[config.mk]
export PLATFORM = sky130hd
export DESIGN_NAME = arithmetic_fa_flat
export DESIGN_NICKNAME = d
export VERILOG_FILES = /design/src/rtl/arithmetic_fa_if.sv /design/src/rtl/arithmetic_fa.sv /design/src/flat_wrapper.sv
export SDC_FILE = /design/constraint.sdc
export NUM_CORES = 1
export LEC_CHECK = 0
export BUFFER_PORTS_ARGS = -buffer_cell sky130_fd_sc_hd__buf_2
export CAP_MARGIN = 20
export CORE_AREA = 4 4 41 43
export CTS_BUF_LIST = sky130_fd_sc_hd__clkbuf_16
export CTS_CLUSTER_DIAMETER = 100
export DETAILED_ROUTE_END_ITERATION = 6
export DIE_AREA = 0 0 45 47
export GPL_TIMING_DRIVEN = 0
export PLACE_DENSITY = 0.33
export SLEW_MARGIN = 20
export SYNTH_ARGS = -nofsm -noshare
export SYNTH_HDL_FRONTEND = slang
export SYNTH_SLANG_ARGS = --single-unit
[constraint.sdc]
create_clock -name clk -period 1.4 [get_ports clk]
set_input_delay 0.21 -clock clk [delete_from_list [all_inputs] [get_ports clk]]
set_output_delay 0.21 -clock clk [all_outputs]
set_load 0.01 [all_outputs]
[src/rtl/arithmetic_fa_if.sv]
// Operand/result bundle for the registered arithmetic slice.
// The master drives operands; the slave returns the registered result.
interface arithmetic_fa_if #(
   parameter int WIDTH = 1
);
   logic             in_valid;
   logic [WIDTH-1:0] ai;
   logic [WIDTH-1:0] bi;
   logic             ci;
   logic [1:0]       si;
   logic [WIDTH-1:0] sum;
   logic             cout;
   logic             ovf;
   logic             out_valid;

   modport master (
      output in_valid, ai, bi, ci, si,
      input  sum, cout, ovf, out_valid
   );

   modport slave (
      input  in_valid, ai, bi, ci, si,
      output sum, cout, ovf, out_valid
   );
endinterface

[src/rtl/arithmetic_fa.sv]
// Registered ripple-carry arithmetic slice: {cout,sum} = A + Y(si,B) + ci, one-cycle latency.
// Y selects between zero, B, ~B and all-ones to cover add/sub/inc/dec/transfer.
module arithmetic_fa_slice (
   input  logic i_a,
   input  logic i_y,
   input  logic i_c,
   output logic o_s,
   output logic o_c
);
   assign o_s = i_a ^ i_y ^ i_c;
   assign o_c = (i_a & i_y) | (i_a & i_c) | (i_y & i_c);
endmodule

module arithmetic_fa #(
   parameter int WIDTH = 1
) (
   input  logic            clk,
   input  logic            rst,
   arithmetic_fa_if.slave  bus
);
   logic [WIDTH-1:0] w_y;
   logic [WIDTH-1:0] w_s;
   logic [WIDTH:0]   w_c;
   logic             w_ovf;

   logic [WIDTH-1:0] r_sum;
   logic             r_cout;
   logic             r_ovf;
   logic             r_vld;

   always_comb begin
      w_y = '0;
      case (bus.si)
         2'b00:   w_y = '0;
         2'b01:   w_y = bus.bi;
         2'b10:   w_y = ~bus.bi;
         default: w_y = '1;
      endcase
   end

   assign w_c[0] = bus.ci;

   for (genvar k = 0; k < WIDTH; k++) begin : g_bit
      arithmetic_fa_slice u_slice (
         .i_a (bus.ai[k]),
         .i_y (w_y[k]),
         .i_c (w_c[k]),
         .o_s (w_s[k]),
         .o_c (w_c[k+1])
      );
   end

   // Signed overflow: carry into the MSB disagrees with carry out of it.
   assign w_ovf = w_c[WIDTH] ^ w_c[WIDTH-1];

   // Data registers load every cycle; out_valid alone qualifies them.
   always_ff @(posedge clk) begin
      if (rst) begin
         r_sum  <= '0;
         r_cout <= 1'b0;
         r_ovf  <= 1'b0;
         r_vld  <= 1'b0;
      end else begin
         r_sum  <= w_s;
         r_cout <= w_c[WIDTH];
         r_ovf  <= w_ovf;
         r_vld  <= bus.in_valid;
      end
   end

   assign bus.sum       = r_sum;
   assign bus.cout      = r_cout;
   assign bus.ovf       = r_ovf;
   assign bus.out_valid = r_vld;
endmodule

[src/flat_wrapper.sv]
// flat-port wrapper written by rule: the top's interface ports become plain ports
module arithmetic_fa_flat 
#(
   parameter int WIDTH = 1
)
  (clk, rst, bus_in_valid, bus_ai, bus_bi, bus_ci, bus_si, bus_sum, bus_cout, bus_ovf, bus_out_valid);
  arithmetic_fa_if #(.WIDTH(WIDTH)) bus_i ();
  input  logic clk;
  input  logic rst;
  input wire logic [$bits(bus_i.in_valid)-1:0] bus_in_valid;
  input wire logic [$bits(bus_i.ai)-1:0] bus_ai;
  input wire logic [$bits(bus_i.bi)-1:0] bus_bi;
  input wire logic [$bits(bus_i.ci)-1:0] bus_ci;
  input wire logic [$bits(bus_i.si)-1:0] bus_si;
  output wire logic [$bits(bus_i.sum)-1:0] bus_sum;
  output wire logic [$bits(bus_i.cout)-1:0] bus_cout;
  output wire logic [$bits(bus_i.ovf)-1:0] bus_ovf;
  output wire logic [$bits(bus_i.out_valid)-1:0] bus_out_valid;
  assign bus_i.in_valid = bus_in_valid;
  assign bus_i.ai = bus_ai;
  assign bus_i.bi = bus_bi;
  assign bus_i.ci = bus_ci;
  assign bus_i.si = bus_si;
  assign bus_sum = bus_i.sum;
  assign bus_cout = bus_i.cout;
  assign bus_ovf = bus_i.ovf;
  assign bus_out_valid = bus_i.out_valid;
  arithmetic_fa #(.WIDTH(WIDTH)) u_core (.clk(clk), .rst(rst), .bus(bus_i));
endmodule
After elaboration in Yosys (flattened, before gate mapping)
Cells that the tools add are included.
{"block": "totals", "input_bits": 8, "ff_bits": 4, "out_inout_bits": 4, "wordCells": 17}
{"block": "op_classes", "bitwise_logic": 9, "reduce_logical": 1, "mux": 1, "eq_ne": 2}
{"cell": "$and 1x1->1", "count": 3}
{"cell": "$pmux 1 s3", "count": 1}
{"cell": "$xor 1x1->1", "count": 3}
{"cell": "$eq 2x1->1 const B", "count": 1}
{"cell": "$eq 2x2->1 const B", "count": 1}
{"cell": "$logic_not 2->1", "count": 1}
{"cell": "$or 1x1->1", "count": 2}
{"cell": "$not 1->1", "count": 1}

Longest topological paths before layout
Gate-level depths: netlist (run 1).
{"block": "logic_depth", "word_depth": 6, "mapped_depth": 4, "depth_no_buf": 4}

Hierarchy
A second synthesis (run 1) with hierarchy kept.
{"block": "unflattened", "hier_cells": 11, "area_unflattened_um2": 146.4}
{"mod": "arithmetic_fa", "area_each_um2": 126.4, "seq_area_each_um2": 80.1, "cells_each": 10, "n_inst": 1}
{"mod": "arithmetic_fa_slice", "area_each_um2": 20.0, "seq_area_each_um2": 0.0, "cells_each": 1, "n_inst": 1}

Least setup slack after synthesis (run 1)
No wires, ideal clock.
{"block": "synth_timing", "kind": "in2reg", "from": "input bus_bi", "to": "register u_core.r_ovf (netlist: u_core.bus.ovf)", "t_arrival_ps": 1069, "path_buffers": 0, "setup_time_ps": 115, "required_ps": 1285, "path_stages": 4, "setup_slack_ps": 217, "cell_sequence": "mux2_4 -> fa_1 -> xnor2_1 -> nor2_1"}
{"block": "synth_via", "elab_chain_len": 6, "word_cells_on_any_way": 7, "cone_classes": "mux (1); bitwise (6)"}
{"element": "start, declared", "line": "flat_wrapper.sv:12", "source": "input wire logic [$bits(bus_i.bi)-1:0] bus_bi;"}
{"element": "$not 1->1", "line": "arithmetic_fa.sv:36", "source": "2'b10: w_y = ~bus.bi;"}
{"element": "$pmux 1 s3 *", "line": "arithmetic_fa.sv:33", "source": "case (bus.si)"}
{"element": "$and 1x1->1", "line": "arithmetic_fa.sv:11", "source": "assign o_c = (i_a & i_y) | (i_a & i_c) | (i_y & i_c);"}
{"element": "$or 1x1->1", "line": "arithmetic_fa.sv:11"}
{"element": "$or 1x1->1 *", "line": "arithmetic_fa.sv:11"}
{"element": "named net u_core.g_bit[0].u_slice.o_c", "line": "arithmetic_fa.sv:8", "source": "output logic o_c"}
{"element": "$xor 1x1->1 *", "line": "arithmetic_fa.sv:54", "source": "assign w_ovf = w_c[WIDTH] ^ w_c[WIDTH-1];"}
{"element": "end signal, assigned", "line": "arithmetic_fa.sv:66", "source": "r_ovf <= w_ovf;"}
{"element": "end, declared", "line": "arithmetic_fa.sv:28", "source": "logic r_ovf;"}
The timed path passes the listed nets; every way through them passes the cells marked *.
A chain may end at the register's enable or synchronous reset.

Final worst setup path (run 1)
Same ends and word-level chain as after synthesis.

==> impl_metrics.xml, run 1 <==
<?xml version="1.0" encoding="UTF-8"?>
<metrics>
  <group name="logic_synthesis">
    <metric name="synth_xor_xnor_area_share" unit="">0.0598</metric>
    <metric name="post_synth_inst_count" unit="">11</metric>
    <metric name="syn_avg_cell_area" unit="µm²">13.3</metric>
    <metric name="ys_types" unit="">6</metric>
    <metric name="post_synth_mux_area_share" unit="">0.103</metric>
    <metric name="synth_top_family_by_area" unit="">simple AND/OR/NAND/NOR gates</metric>
    <metric name="compound_gate_portion_of_the_synthesized_area" unit="">0</metric>
    <metric name="yosys.area_share.simple" unit="">0.154</metric>
    <metric name="synth.cell_area" unit="µm²">146</metric>
    <metric name="synth.ff_latch_count" unit="">4</metric>
    <metric name="yosysWarningCount" unit="">0</metric>
    <metric name="post_synth_fa_ha_maj_area_fraction" unit="">0.137</metric>
    <metric name="synth_fp_nets" unit="">20</metric>
    <metric name="synth_sequential_area_ratio" unit="">0.547</metric>
  </group>
  <group name="clock_tree">
    <metric name="cts.htree.levels" unit="">1</metric>
    <metric name="postCtsResizedCells" unit="">0</metric>
    <metric name="cts_setup_buffers" unit="">0</metric>
    <metric name="ctsLongestPathBuffers" unit="">2</metric>
    <metric name="cts-root-buf" unit="">clkbuf_16</metric>
    <metric name="cts_tree" unit="">yes</metric>
    <metric name="numCtsBuffers" unit="">3</metric>
    <metric name="cts.reportedPaths.clkPinSlew" unit="ps">30</metric>
    <metric name="numClockSinks" unit="">4</metric>
    <metric name="cts-hold-fix-buffers" unit="">0</metric>
  </group>
  <group name="grt">
    <metric name="maximum_number_of_pins_on_one_net_before_global_route_repair" unit="">5</metric>
    <metric name="antenna_violations_before_repair" unit="">0</metric>
    <metric name="grt_first_pass_wirelength" unit="µm">545</metric>
    <metric name="gr-total-overflow" unit="">0</metric>
    <metric name="gr-usage-all-layers" unit="">0.0420</metric>
    <metric name="first_global_vias" unit="">140</metric>
  </group>
  <group name="timing">
    <metric name="timing.final.max_slew_violations" unit="">0</metric>
    <metric name="fin_setup_tns" unit="ps">0</metric>
    <metric name="setup_viol" unit="">0</metric>
    <metric name="tightestPinTransition" unit="ps">137</metric>
    <metric name="timing.final.crit_share" unit="">0.800</metric>
    <metric name="grt_setup_unrepaired" unit="">false</metric>
    <metric name="finalWorstPathRequiredPeriod" unit="ps">1120</metric>
    <metric name="timing_hold_violations_final" unit="">0</metric>
    <metric name="worst_slew_margin" unit="">0.908</metric>
    <metric name="max_clock_freq" unit="MHz">892</metric>
  </group>
  <group name="power">
    <metric name="power_dissipated_by_switching_net_loads" unit="W">0.0000951</metric>
    <metric name="power.total" unit="W">0.000610</metric>
    <metric name="power.share.combinational" unit="">0.077</metric>
    <metric name="p_per_area" unit="nW/µm²">2070</metric>
    <metric name="power.leakage" unit="nW">0.143</metric>
    <metric name="internal_power_component" unit="W">0.000515</metric>
    <metric name="netSwitchingFraction" unit="">0.156</metric>
    <metric name="vdd_drop_max" unit="mV">0.395</metric>
    <metric name="share_seq_of_total_power" unit="">0.207</metric>
    <metric name="pwr-share-clk" unit="">0.716</metric>
  </group>
  <group name="outcome">
    <metric name="run_status" unit="">complete, no violations</metric>
  </group>
  <group name="placed_design">
    <metric name="port-buffer-count" unit="">11</metric>
    <metric name="routabilityCongestion" unit="">0.530</metric>
    <metric name="detailed_place.area" unit="µm²">220</metric>
  </group>
  <group name="worst_setup_path">
    <metric name="timing.critical_path.required" unit="ps">1510</metric>
    <metric name="critPathLaunchType" unit="">input port</metric>
    <metric name="critPathLaunch" unit="">bus_bi</metric>
    <metric name="critPathTopFamily" unit="">adder cells</metric>
    <metric name="critPathArrivalTime" unit="ps">1230</metric>
    <metric name="critical_path.max_stage_delay" unit="ps">390</metric>
    <metric name="cp_slowest_cell" unit="">fa_1</metric>
    <metric name="critical_path_class" unit="">in2reg</metric>
    <metric name="cp-end-kind" unit="">flop</metric>
    <metric name="crit_buf_inv" unit="">1</metric>
    <metric name="sequence_of_cells_on_the_critical_path" unit="">buf_2 -&gt; mux2_4 -&gt; fa_1 -&gt; xnor2_1 -&gt; nor2_1</metric>
    <metric name="critical_path.max_fanout" unit="">2</metric>
  </group>
  <group name="drt">
    <metric name="dr_total_vias" unit="">126</metric>
    <metric name="postRouteAntennaNets" unit="">0</metric>
    <metric name="vias_per_cell" unit="">3.15</metric>
    <metric name="drt-pass1-iter-count" unit="">1</metric>
    <metric name="detailedRoute.firstIterationViolations" unit="">0</metric>
    <metric name="detail_route.wirelength" unit="µm">326</metric>
    <metric name="drt_drc_violations_left" unit="">0</metric>
    <metric name="routed_wire_per_std_cell" unit="µm">8.15</metric>
  </group>
  <group name="hold_path">
    <metric name="hold_path_end" unit="">u_core.bus.out_valid</metric>
    <metric name="min_path_type" unit="">in2reg</metric>
    <metric name="timing.hold.worst_path_depth" unit="">2</metric>
    <metric name="hold_start" unit="">rst</metric>
  </group>
  <group name="die">
    <metric name="die-width" unit="µm">45</metric>
    <metric name="chipHeight" unit="µm">47</metric>
    <metric name="die_area" unit="µm²">2120</metric>
    <metric name="standard_cell_row_count" unit="">13</metric>
    <metric name="initial_util" unit="">0.112</metric>
    <metric name="io_pins" unit="">12</metric>
    <metric name="coreArea" unit="µm²">1300</metric>
  </group>
  <group name="layout">
    <metric name="syn2layout_area_growth" unit="%">102</metric>
    <metric name="post-route-cell-area" unit="µm²">295</metric>
    <metric name="layout_commonest_cell" unit="">buf_2</metric>
    <metric name="antenna_cells_inserted" unit="">0</metric>
    <metric name="drive_gt1_frac" unit="">0.600</metric>
    <metric name="num-nets-final" unit="">36</metric>
    <metric name="layout.cells.most_common_list" unit="">11 x buf_2, 4 x dfxtp_1, 3 x nor2b_1, 3 x clkbuf_16</metric>
    <metric name="final_util" unit="">0.227</metric>
  </group>
  <group name="job">
    <metric name="timing.max_cap.violations" unit="">0</metric>
  </group>
</metrics>
[area by class of cell]
class                      count  area (µm²)
tap                           15        18.8
clock buffer                   3        75.1
timing repair buffer          11        55.1
multi-input combinational      7        66.3
sequential                     4        80.1
fill                         157        1010
[sequential cells by signal, summed over array words and instances (netlist names)]
register / flops
u_core.bus.cout: 1
u_core.bus.out_valid: 1
u_core.bus.ovf: 1
u_core.bus.sum: 1
[cell usage after synthesis (all sizes together)]
library cell | n | share of area
nor2 | 1 | 0.026
mux2 | 1 | 0.10
xnor2 | 1 | 0.060
dfxtp | 4 | 0.55
nor2b | 3 | 0.13
fa | 1 | 0.14
[per-layer routing]
| layer | vias to the layer above | share of wire | track usage |
|---|---|---|---|
| li1 | 62 | - | - |
| met1 | 53 | 0.40 | 0.0366 |
| met2 | 11 | 0.38 | 0.0508 |
| met3 | 0 | 0.22 | 0.0383 |
| met4 | 0 | 0 | 0.0526 |
| met5 | - | 0 | 0 |
[through the flow]
stage / setup slack, ps / cells / hold slack [ps]
floorplan: 217 / 11 / 282
detailed placement: 46.8 / 37 / 426
global route: 227 / 40 / 216
CTS: 278 / 40 / 197
global placement: 64.4 / 37 / 428
finish: 279 / 40 / 195
[logic make-up after synthesis]
family / after synthesis
adders and majority gates: 1
and+or+nand+nor: 4
muxes: 1
xor gates and xnor gates: 1
DFF: 4
[worst max path at each step]
| stage | to | slack, ps | cells past startpoint |
|---|---|---|---|
| after floorplan | u_core.bus.ovf | 220 | 4 |
| after global placement | u_core.bus.ovf | 60 | 5 |
| after detailed placement | u_core.bus.ovf | 50 | 5 |
| after CTS | u_core.bus.ovf | 280 | 5 |
| after global routing | u_core.bus.ovf | 230 | 5 |
| final | u_core.bus.ovf | 280 | 5 |
[power by group through the flow]
stage,registers (W),logic (W),clock network [W]
after floorplan,0.000134,0.0000173,0
after global placement,0.000128,0.0000469,0
after detailed placement,0.000128,0.0000481,0
after CTS,0.000127,0.0000483,0.000444
after global routing,0.000128,0.0000538,0.000452
final,0.000126,0.0000469,0.000437
No activity file was read; power rests on OpenSTA's default activity.
==> run 2: changes to the inputs <==
--- a/config.mk
+++ b/config.mk
@@ -5,6 +5,7 @@
 export SDC_FILE = /design/constraint.sdc
 export NUM_CORES = 1
 export LEC_CHECK = 0
+export ABC_AREA = 1
 export BUFFER_PORTS_ARGS = -buffer_cell sky130_fd_sc_hd__buf_2
 export CAP_MARGIN = 20
 export CORE_AREA = 4 4 41 43
@@ -13,7 +14,7 @@
 export DETAILED_ROUTE_END_ITERATION = 6
 export DIE_AREA = 0 0 45 47
 export GPL_TIMING_DRIVEN = 0
-export PLACE_DENSITY = 0.33
+export PLACE_DENSITY = 0.34
 export SLEW_MARGIN = 20
 export SYNTH_ARGS = -nofsm -noshare
 export SYNTH_HDL_FRONTEND = slang
==> constraint.sdc (replaced) <==
create_clock -name clk -period 1.1 [get_ports clk]
set_input_delay 0.165 -clock clk [delete_from_list [all_inputs] [get_ports clk]]
set_output_delay 0.165 -clock clk [all_outputs]
set_load 0.01 [all_outputs]
==> impl_metrics.xml, run 2 <==
<?xml version="1.0" encoding="UTF-8"?>
<metrics>
  <group name="worst_setup_path">
    <metric name="sequence_of_cells_on_the_critical_path" unit="">buf_2 -&gt; nand2_1 -&gt; o21ai_0 -&gt; fa_1 -&gt; o21ai_1 -&gt; nor2_1</metric>
    <metric name="critPathLaunchType" unit="">input port</metric>
    <metric name="critPathArrivalTime" unit="ps">1020</metric>
    <metric name="critical_path_class" unit="">in2reg</metric>
    <metric name="critPathTopFamily" unit="">adder cells</metric>
    <metric name="critical_path.max_fanout" unit="">3</metric>
    <metric name="crit_buf_inv" unit="">1</metric>
    <metric name="critical_path.max_stage_delay" unit="ps">410</metric>
    <metric name="setup.worst_path.end" unit="">u_core.bus.ovf</metric>
    <metric name="timing.critical_path.depth" unit="">6</metric>
    <metric name="timing.critical_path.required" unit="ps">1210</metric>
    <metric name="cp-end-kind" unit="">flop</metric>
    <metric name="cp_slowest_cell" unit="">fa_1</metric>
    <metric name="critPathLaunch" unit="">bus_bi</metric>
  </group>
  <group name="placed_design">
    <metric name="number_of_placed_cells_counting_well_taps" unit="">45</metric>
    <metric name="routabilityCongestion" unit="">0.689</metric>
    <metric name="port-buffer-count" unit="">11</metric>
  </group>
  <group name="timing">
    <metric name="timing.final.max_slew_violations" unit="">0</metric>
    <metric name="setup_viol" unit="">0</metric>
    <metric name="timing.final.crit_share" unit="">0.826</metric>
    <metric name="grt_setup_unrepaired" unit="">false</metric>
    <metric name="finalWorstPathRequiredPeriod" unit="ps">909</metric>
    <metric name="max_clock_freq" unit="MHz">1100</metric>
    <metric name="tightestPinTransition" unit="ps">206</metric>
    <metric name="worst_slew_margin" unit="">0.861</metric>
    <metric name="timing_hold_violations_final" unit="">0</metric>
  </group>
  <group name="power">
    <metric name="power.leakage" unit="nW">0.174</metric>
    <metric name="power.total" unit="W">0.000778</metric>
    <metric name="vdd_drop_max" unit="mV">0.586</metric>
    <metric name="p_per_area" unit="nW/µm²">2560</metric>
  </group>
  <group name="logic_synthesis">
    <metric name="synth_fp_nets" unit="">28</metric>
    <metric name="synth_sequential_area_ratio" unit="">0.516</metric>
    <metric name="post-synth-top-area-fraction" unit="">0.516</metric>
    <metric name="synthTopCellsByArea" unit="">dfxtp_1 52%, inv_1 15%, fa_1 13%, nor2_1 9.7%, nand2_1 4.8%</metric>
    <metric name="yosys-top-cells-count" unit="">6 x inv_1, 4 x dfxtp_1, 4 x nor2_1</metric>
    <metric name="syn_avg_cell_area" unit="µm²">8.17</metric>
    <metric name="ys.flop_type" unit="">dfxtp_1</metric>
    <metric name="yosysMostFrequentCell" unit="">inv_1</metric>
    <metric name="synth_area_leader_cell" unit="">dfxtp_1</metric>
    <metric name="number_of_enable_flip_flop_cells_after_synthesis" unit="">0</metric>
    <metric name="ys_types" unit="">7</metric>
    <metric name="yosysWarningCount" unit="">0</metric>
    <metric name="post_synth_inst_count" unit="">19</metric>
    <metric name="synth.ff_latch_count" unit="">4</metric>
    <metric name="synth.cell_area" unit="µm²">155</metric>
    <metric name="async_flop_share" unit="">0</metric>
  </group>
  <group name="clock_tree">
    <metric name="cts-root-buf" unit="">clkbuf_16</metric>
    <metric name="ctsLongestPathBuffers" unit="">2</metric>
    <metric name="cts_setup_buffers" unit="">0</metric>
    <metric name="cts_tree" unit="">yes</metric>
    <metric name="numClockSinks" unit="">4</metric>
    <metric name="cts.htree.levels" unit="">1</metric>
    <metric name="cts.reportedPaths.clkPinSlew" unit="ps">30</metric>
    <metric name="numCtsBuffers" unit="">3</metric>
    <metric name="cts-hold-fix-buffers" unit="">0</metric>
    <metric name="postCtsResizedCells" unit="">0</metric>
  </group>
  <group name="grt">
    <metric name="grt.met3_usage" unit="">0.0613</metric>
    <metric name="gr-total-overflow" unit="">0</metric>
    <metric name="routing_usage_on_met1" unit="">0.0435</metric>
    <metric name="grt-busiest-layer" unit="">met3</metric>
    <metric name="first_global_vias" unit="">153</metric>
    <metric name="grt_first_pass_wirelength" unit="µm">621</metric>
    <metric name="antenna_violations_before_repair" unit="">0</metric>
    <metric name="maximum_number_of_pins_on_one_net_before_global_route_repair" unit="">5</metric>
    <metric name="gr-usage-all-layers" unit="">0.0499</metric>
    <metric name="met2_grt_util" unit="">0.0537</metric>
  </group>
  <group name="layout">
    <metric name="multi_input_comb_area" unit="µm²">52.6</metric>
    <metric name="final_standard_cell_count_with_taps_included_and_fillers_excluded" unit="">48</metric>
    <metric name="layout.cells.most_common_list" unit="">11 x buf_2, 6 x inv_1, 4 x nor2_1, 4 x dfxtp_1, 3 x clkbuf_16</metric>
    <metric name="seqCellArea" unit="µm²">80.1</metric>
    <metric name="antenna_cells_inserted" unit="">0</metric>
    <metric name="fill_cells" unit="">144</metric>
    <metric name="syn2layout_area_growth" unit="%">96.0</metric>
    <metric name="layout_commonest_cell" unit="">buf_2</metric>
    <metric name="num-nets-final" unit="">44</metric>
    <metric name="drive_gt1_frac" unit="">0.424</metric>
  </group>
  <group name="die">
    <metric name="initial_util" unit="">0.119</metric>
    <metric name="standard_cell_row_count" unit="">13</metric>
    <metric name="chipHeight" unit="µm">47</metric>
    <metric name="die-width" unit="µm">45</metric>
    <metric name="die_area" unit="µm²">2120</metric>
    <metric name="io_pins" unit="">12</metric>
    <metric name="coreArea" unit="µm²">1300</metric>
  </group>
  <group name="drt">
    <metric name="postRouteAntennaNets" unit="">0</metric>
    <metric name="detailedRoute.firstIterationViolations" unit="">2</metric>
    <metric name="dr_total_vias" unit="">151</metric>
    <metric name="drt-pass1-iter-count" unit="">2</metric>
    <metric name="detail_route.wirelength" unit="µm">369</metric>
    <metric name="routed_wire_per_std_cell" unit="µm">7.69</metric>
    <metric name="drt_drc_violations_left" unit="">0</metric>
    <metric name="vias_per_cell" unit="">3.15</metric>
  </group>
  <group name="hold_path">
    <metric name="min_path_type" unit="">in2reg</metric>
  </group>
  <group name="outcome">
    <metric name="run_status" unit="">complete, no violations</metric>
  </group>
  <group name="job">
    <metric name="timing.max_cap.violations" unit="">0</metric>
  </group>
</metrics>
run 2: worst min-delay path by stage:
stage                       startpoint              endpoint  slack, ps  cells past startpoint
final                              rst        u_core.bus.sum        140                      2
after detailed placement           rst        u_core.bus.sum        370                      2
after CTS                          rst        u_core.bus.sum        140                      2
after global placement    bus_in_valid  u_core.bus.out_valid        370                      3
after global routing               rst        u_core.bus.sum        160                      2
after floorplan                    rst  u_core.bus.out_valid        240                      1
run 2: kinds of logic (layout without fill, tap and decap cells):
kind of cell	after synthesis	after routing	synth area share
buf+inv	6	20	0.145
flops	4	4	0.516
fa+ha+maj	1	1	0.129
compound gates	2	2	0.0645
simple gates	6	6	0.145
run 2: area by class of cell:
cell class	instances	area share
Timing Repair Buffer	11	0.181
Multi-Input combinational cell	9	0.173
Clock buffer	3	0.247
Inverter	6	0.0741
Sequential cell	4	0.263
Tap cell	15	0.0617
run 2: where the power goes:
part	internal [W]	leakage (nW)	switching, W
combinational	0.0000272	0.103	0.0000298
sequential	0.000158	0.0334	0.00000268
clock	0.000464	0.0370	0.0000958
total	0.000649	0.174	0.000128
run 2: metal layers:
| layer | vias to the layer above | routed length (µm) |
|---|---|---|
| met5 | - | 0 |
| met3 | 2 | 90 |
| met1 | 56 | 177 |
| li1 | 81 | - |
| met2 | 12 | 94 |
| met4 | 0 | 7 |
run 2: stage by stage:
| step | setup TNS, ps | utilization | worst slack (ps) | hold WS (ps) | instance area (µm²) |
|---|---|---|---|---|---|
| final | 0 | 0.234 | 191 | 138 | 304 |
| after global placement | -32.9 | 0.176 | -26.5 | 372 | 229 |
| after global routing | 0 | 0.234 | 148 | 161 | 304 |
| after floorplan | 0 | - | 126 | 236 | 155 |
| after detailed placement | -53.7 | 0.176 | -38.2 | 370 | 229 |
| after CTS | 0 | 0.234 | 195 | 138 | 304 |
==> run 3: changes to the inputs <==
==> constraint.sdc (replaced) <==
create_clock -name clk -period 0.9 [get_ports clk]
set_input_delay 0.135 -clock clk [delete_from_list [all_inputs] [get_ports clk]]
set_output_delay 0.135 -clock clk [all_outputs]
set_load 0.01 [all_outputs]
==> impl_metrics.xml, run 3 (synthesis results as in run 2) <==
<?xml version="1.0" encoding="UTF-8"?>
<metrics>
  <group name="clock_tree">
    <metric name="cts_setup_buffers" unit="">0</metric>
    <metric name="postCtsResizedCells" unit="">0</metric>
    <metric name="cts.reportedPaths.clkPinSlew" unit="ps">30</metric>
    <metric name="numCtsBuffers" unit="">3</metric>
    <metric name="cts-root-buf" unit="">clkbuf_16</metric>
    <metric name="numClockSinks" unit="">4</metric>
    <metric name="cts.htree.levels" unit="">1</metric>
    <metric name="cts_tree" unit="">yes</metric>
    <metric name="cts-hold-fix-buffers" unit="">0</metric>
    <metric name="ctsLongestPathBuffers" unit="">2</metric>
  </group>
  <group name="timing">
    <metric name="hold_slack" unit="ps">116</metric>
    <metric name="grt_setup_unrepaired" unit="">false</metric>
    <metric name="max_clock_freq" unit="MHz">1170</metric>
    <metric name="setup_viol" unit="">0</metric>
    <metric name="timing.final.crit_share" unit="">0.946</metric>
    <metric name="worst_slew_margin" unit="">0.906</metric>
    <metric name="fin_setup_tns" unit="ps">0</metric>
    <metric name="timing_hold_violations_final" unit="">0</metric>
    <metric name="timing.final.max_slew_violations" unit="">0</metric>
    <metric name="finalWorstPathRequiredPeriod" unit="ps">851</metric>
    <metric name="tightestPinTransition" unit="ps">141</metric>
  </group>
  <group name="placed_design">
    <metric name="port-buffer-count" unit="">11</metric>
    <metric name="detailed_place.area" unit="µm²">229</metric>
    <metric name="routabilityCongestion" unit="">0.689</metric>
    <metric name="dpl.hpwl" unit="µm">297</metric>
  </group>
  <group name="layout">
    <metric name="final_util" unit="">0.234</metric>
    <metric name="post-route-cell-area" unit="µm²">304</metric>
    <metric name="drive_gt1_frac" unit="">0.424</metric>
    <metric name="layout.cells.most_common_list" unit="">11 x buf_2, 6 x inv_1, 4 x nor2_1, 4 x dfxtp_1, 3 x clkbuf_16</metric>
    <metric name="fill_cells" unit="">149</metric>
    <metric name="syn2layout_area_growth" unit="%">96.0</metric>
    <metric name="num-nets-final" unit="">44</metric>
    <metric name="antenna_cells_inserted" unit="">0</metric>
    <metric name="layout_commonest_cell" unit="">buf_2</metric>
  </group>
  <group name="worst_setup_path">
    <metric name="critPathArrivalTime" unit="ps">960</metric>
    <metric name="critical_path_class" unit="">in2reg</metric>
    <metric name="cp-end-kind" unit="">flop</metric>
    <metric name="setup.worst_path.end" unit="">u_core.bus.ovf</metric>
    <metric name="critPathLaunchType" unit="">input port</metric>
    <metric name="critPathLaunch" unit="">bus_bi</metric>
    <metric name="timing.critical_path.required" unit="ps">1010</metric>
    <metric name="critical_path.max_fanout" unit="">3</metric>
  </group>
  <group name="grt">
    <metric name="antenna_violations_before_repair" unit="">0</metric>
    <metric name="maximum_number_of_pins_on_one_net_before_global_route_repair" unit="">5</metric>
    <metric name="gr-total-overflow" unit="">0</metric>
    <metric name="gr-usage-all-layers" unit="">0.0483</metric>
    <metric name="grt_first_pass_wirelength" unit="µm">600</metric>
    <metric name="first_global_vias" unit="">154</metric>
  </group>
  <group name="hold_path">
    <metric name="timing.hold.worst_path_depth" unit="">2</metric>
    <metric name="min_path_type" unit="">in2reg</metric>
  </group>
  <group name="drt">
    <metric name="detail_route.wirelength" unit="µm">371</metric>
    <metric name="drt-pass1-iter-count" unit="">2</metric>
    <metric name="dr_total_vias" unit="">155</metric>
    <metric name="detailedRoute.firstIterationViolations" unit="">1</metric>
    <metric name="vias_per_cell" unit="">3.23</metric>
    <metric name="drt_drc_violations_left" unit="">0</metric>
    <metric name="routed_wire_per_std_cell" unit="µm">7.73</metric>
    <metric name="postRouteAntennaNets" unit="">0</metric>
  </group>
  <group name="die">
    <metric name="initial_util" unit="">0.119</metric>
    <metric name="chipHeight" unit="µm">47</metric>
    <metric name="die-width" unit="µm">45</metric>
    <metric name="standard_cell_row_count" unit="">13</metric>
    <metric name="coreArea" unit="µm²">1300</metric>
    <metric name="io_pins" unit="">12</metric>
    <metric name="die_area" unit="µm²">2120</metric>
  </group>
  <group name="power">
    <metric name="share_seq_of_total_power" unit="">0.206</metric>
    <metric name="p_per_area" unit="nW/µm²">3130</metric>
    <metric name="power_dissipated_by_switching_net_loads" unit="W">0.000157</metric>
    <metric name="pwr-share-clk" unit="">0.719</metric>
    <metric name="power.share.combinational" unit="">0.075</metric>
    <metric name="internal_power_component" unit="W">0.000794</metric>
    <metric name="power.leakage" unit="nW">0.174</metric>
    <metric name="vdd_drop_max" unit="mV">0.716</metric>
    <metric name="netSwitchingFraction" unit="">0.165</metric>
  </group>
  <group name="outcome">
    <metric name="run_status" unit="">complete, no violations</metric>
  </group>
  <group name="job">
    <metric name="timing.max_cap.violations" unit="">0</metric>
  </group>
</metrics>
run 3: power by group through the flow:
stage,Sequential [W],Clock [W],Combinational (W)
after floorplan,0.000207,0,0.0000260
after global placement,0.000198,0,0.0000708
after detailed placement,0.000199,0,0.0000722
after CTS,0.000197,0.000699,0.0000723
after global routing,0.000199,0.000717,0.0000820
final,0.000196,0.000684,0.0000710
run 3: critical path, stage by stage:
cell     delay, ps
buf_2          100
nand2_1         50
o21ai_1         70
fa_1           410
o21ai_1        140
nor2_1          50
run 3: worst min-delay path by stage:
stage                             from                   end  slack (ps)
after global routing               rst        u_core.bus.sum         140
final                              rst        u_core.bus.sum         120
after CTS                          rst        u_core.bus.sum         120
after floorplan                    rst  u_core.bus.out_valid         210
after global placement    bus_in_valid  u_core.bus.out_valid         340
after detailed placement           rst        u_core.bus.sum         350
run 3: metal layers:
metal	up-vias	wire length (µm)	global-route usage
li1	81	-	-
met5	-	0	0
met1	60	174	0.0481
met2	12	99	0.0508
met4	0	7	0.0526
met3	2	89	0.0498
run 3: layout make-up:
cell class,instances,area [µm²],share of cell area
multi-input cells,9,52.6,0.173
inverters,6,22.5,0.0741
clock buffers,3,75.1,0.247
repair buffers,11,55.1,0.181
well taps,15,18.8,0.0617
flip-flops and latches,4,80.1,0.263
run 3: through the flow:
stage | worst slack, ps | power (W) | instances
finish | 48.5 | 0.000951 | 48
floorplan | -15.5 | 0.000233 | 19
global route | 4.29 | 0.000998 | 48
CTS | 53.2 | 0.000968 | 48
detailed placement | -182 | 0.000271 | 45
global placement | -168 | 0.000269 | 45
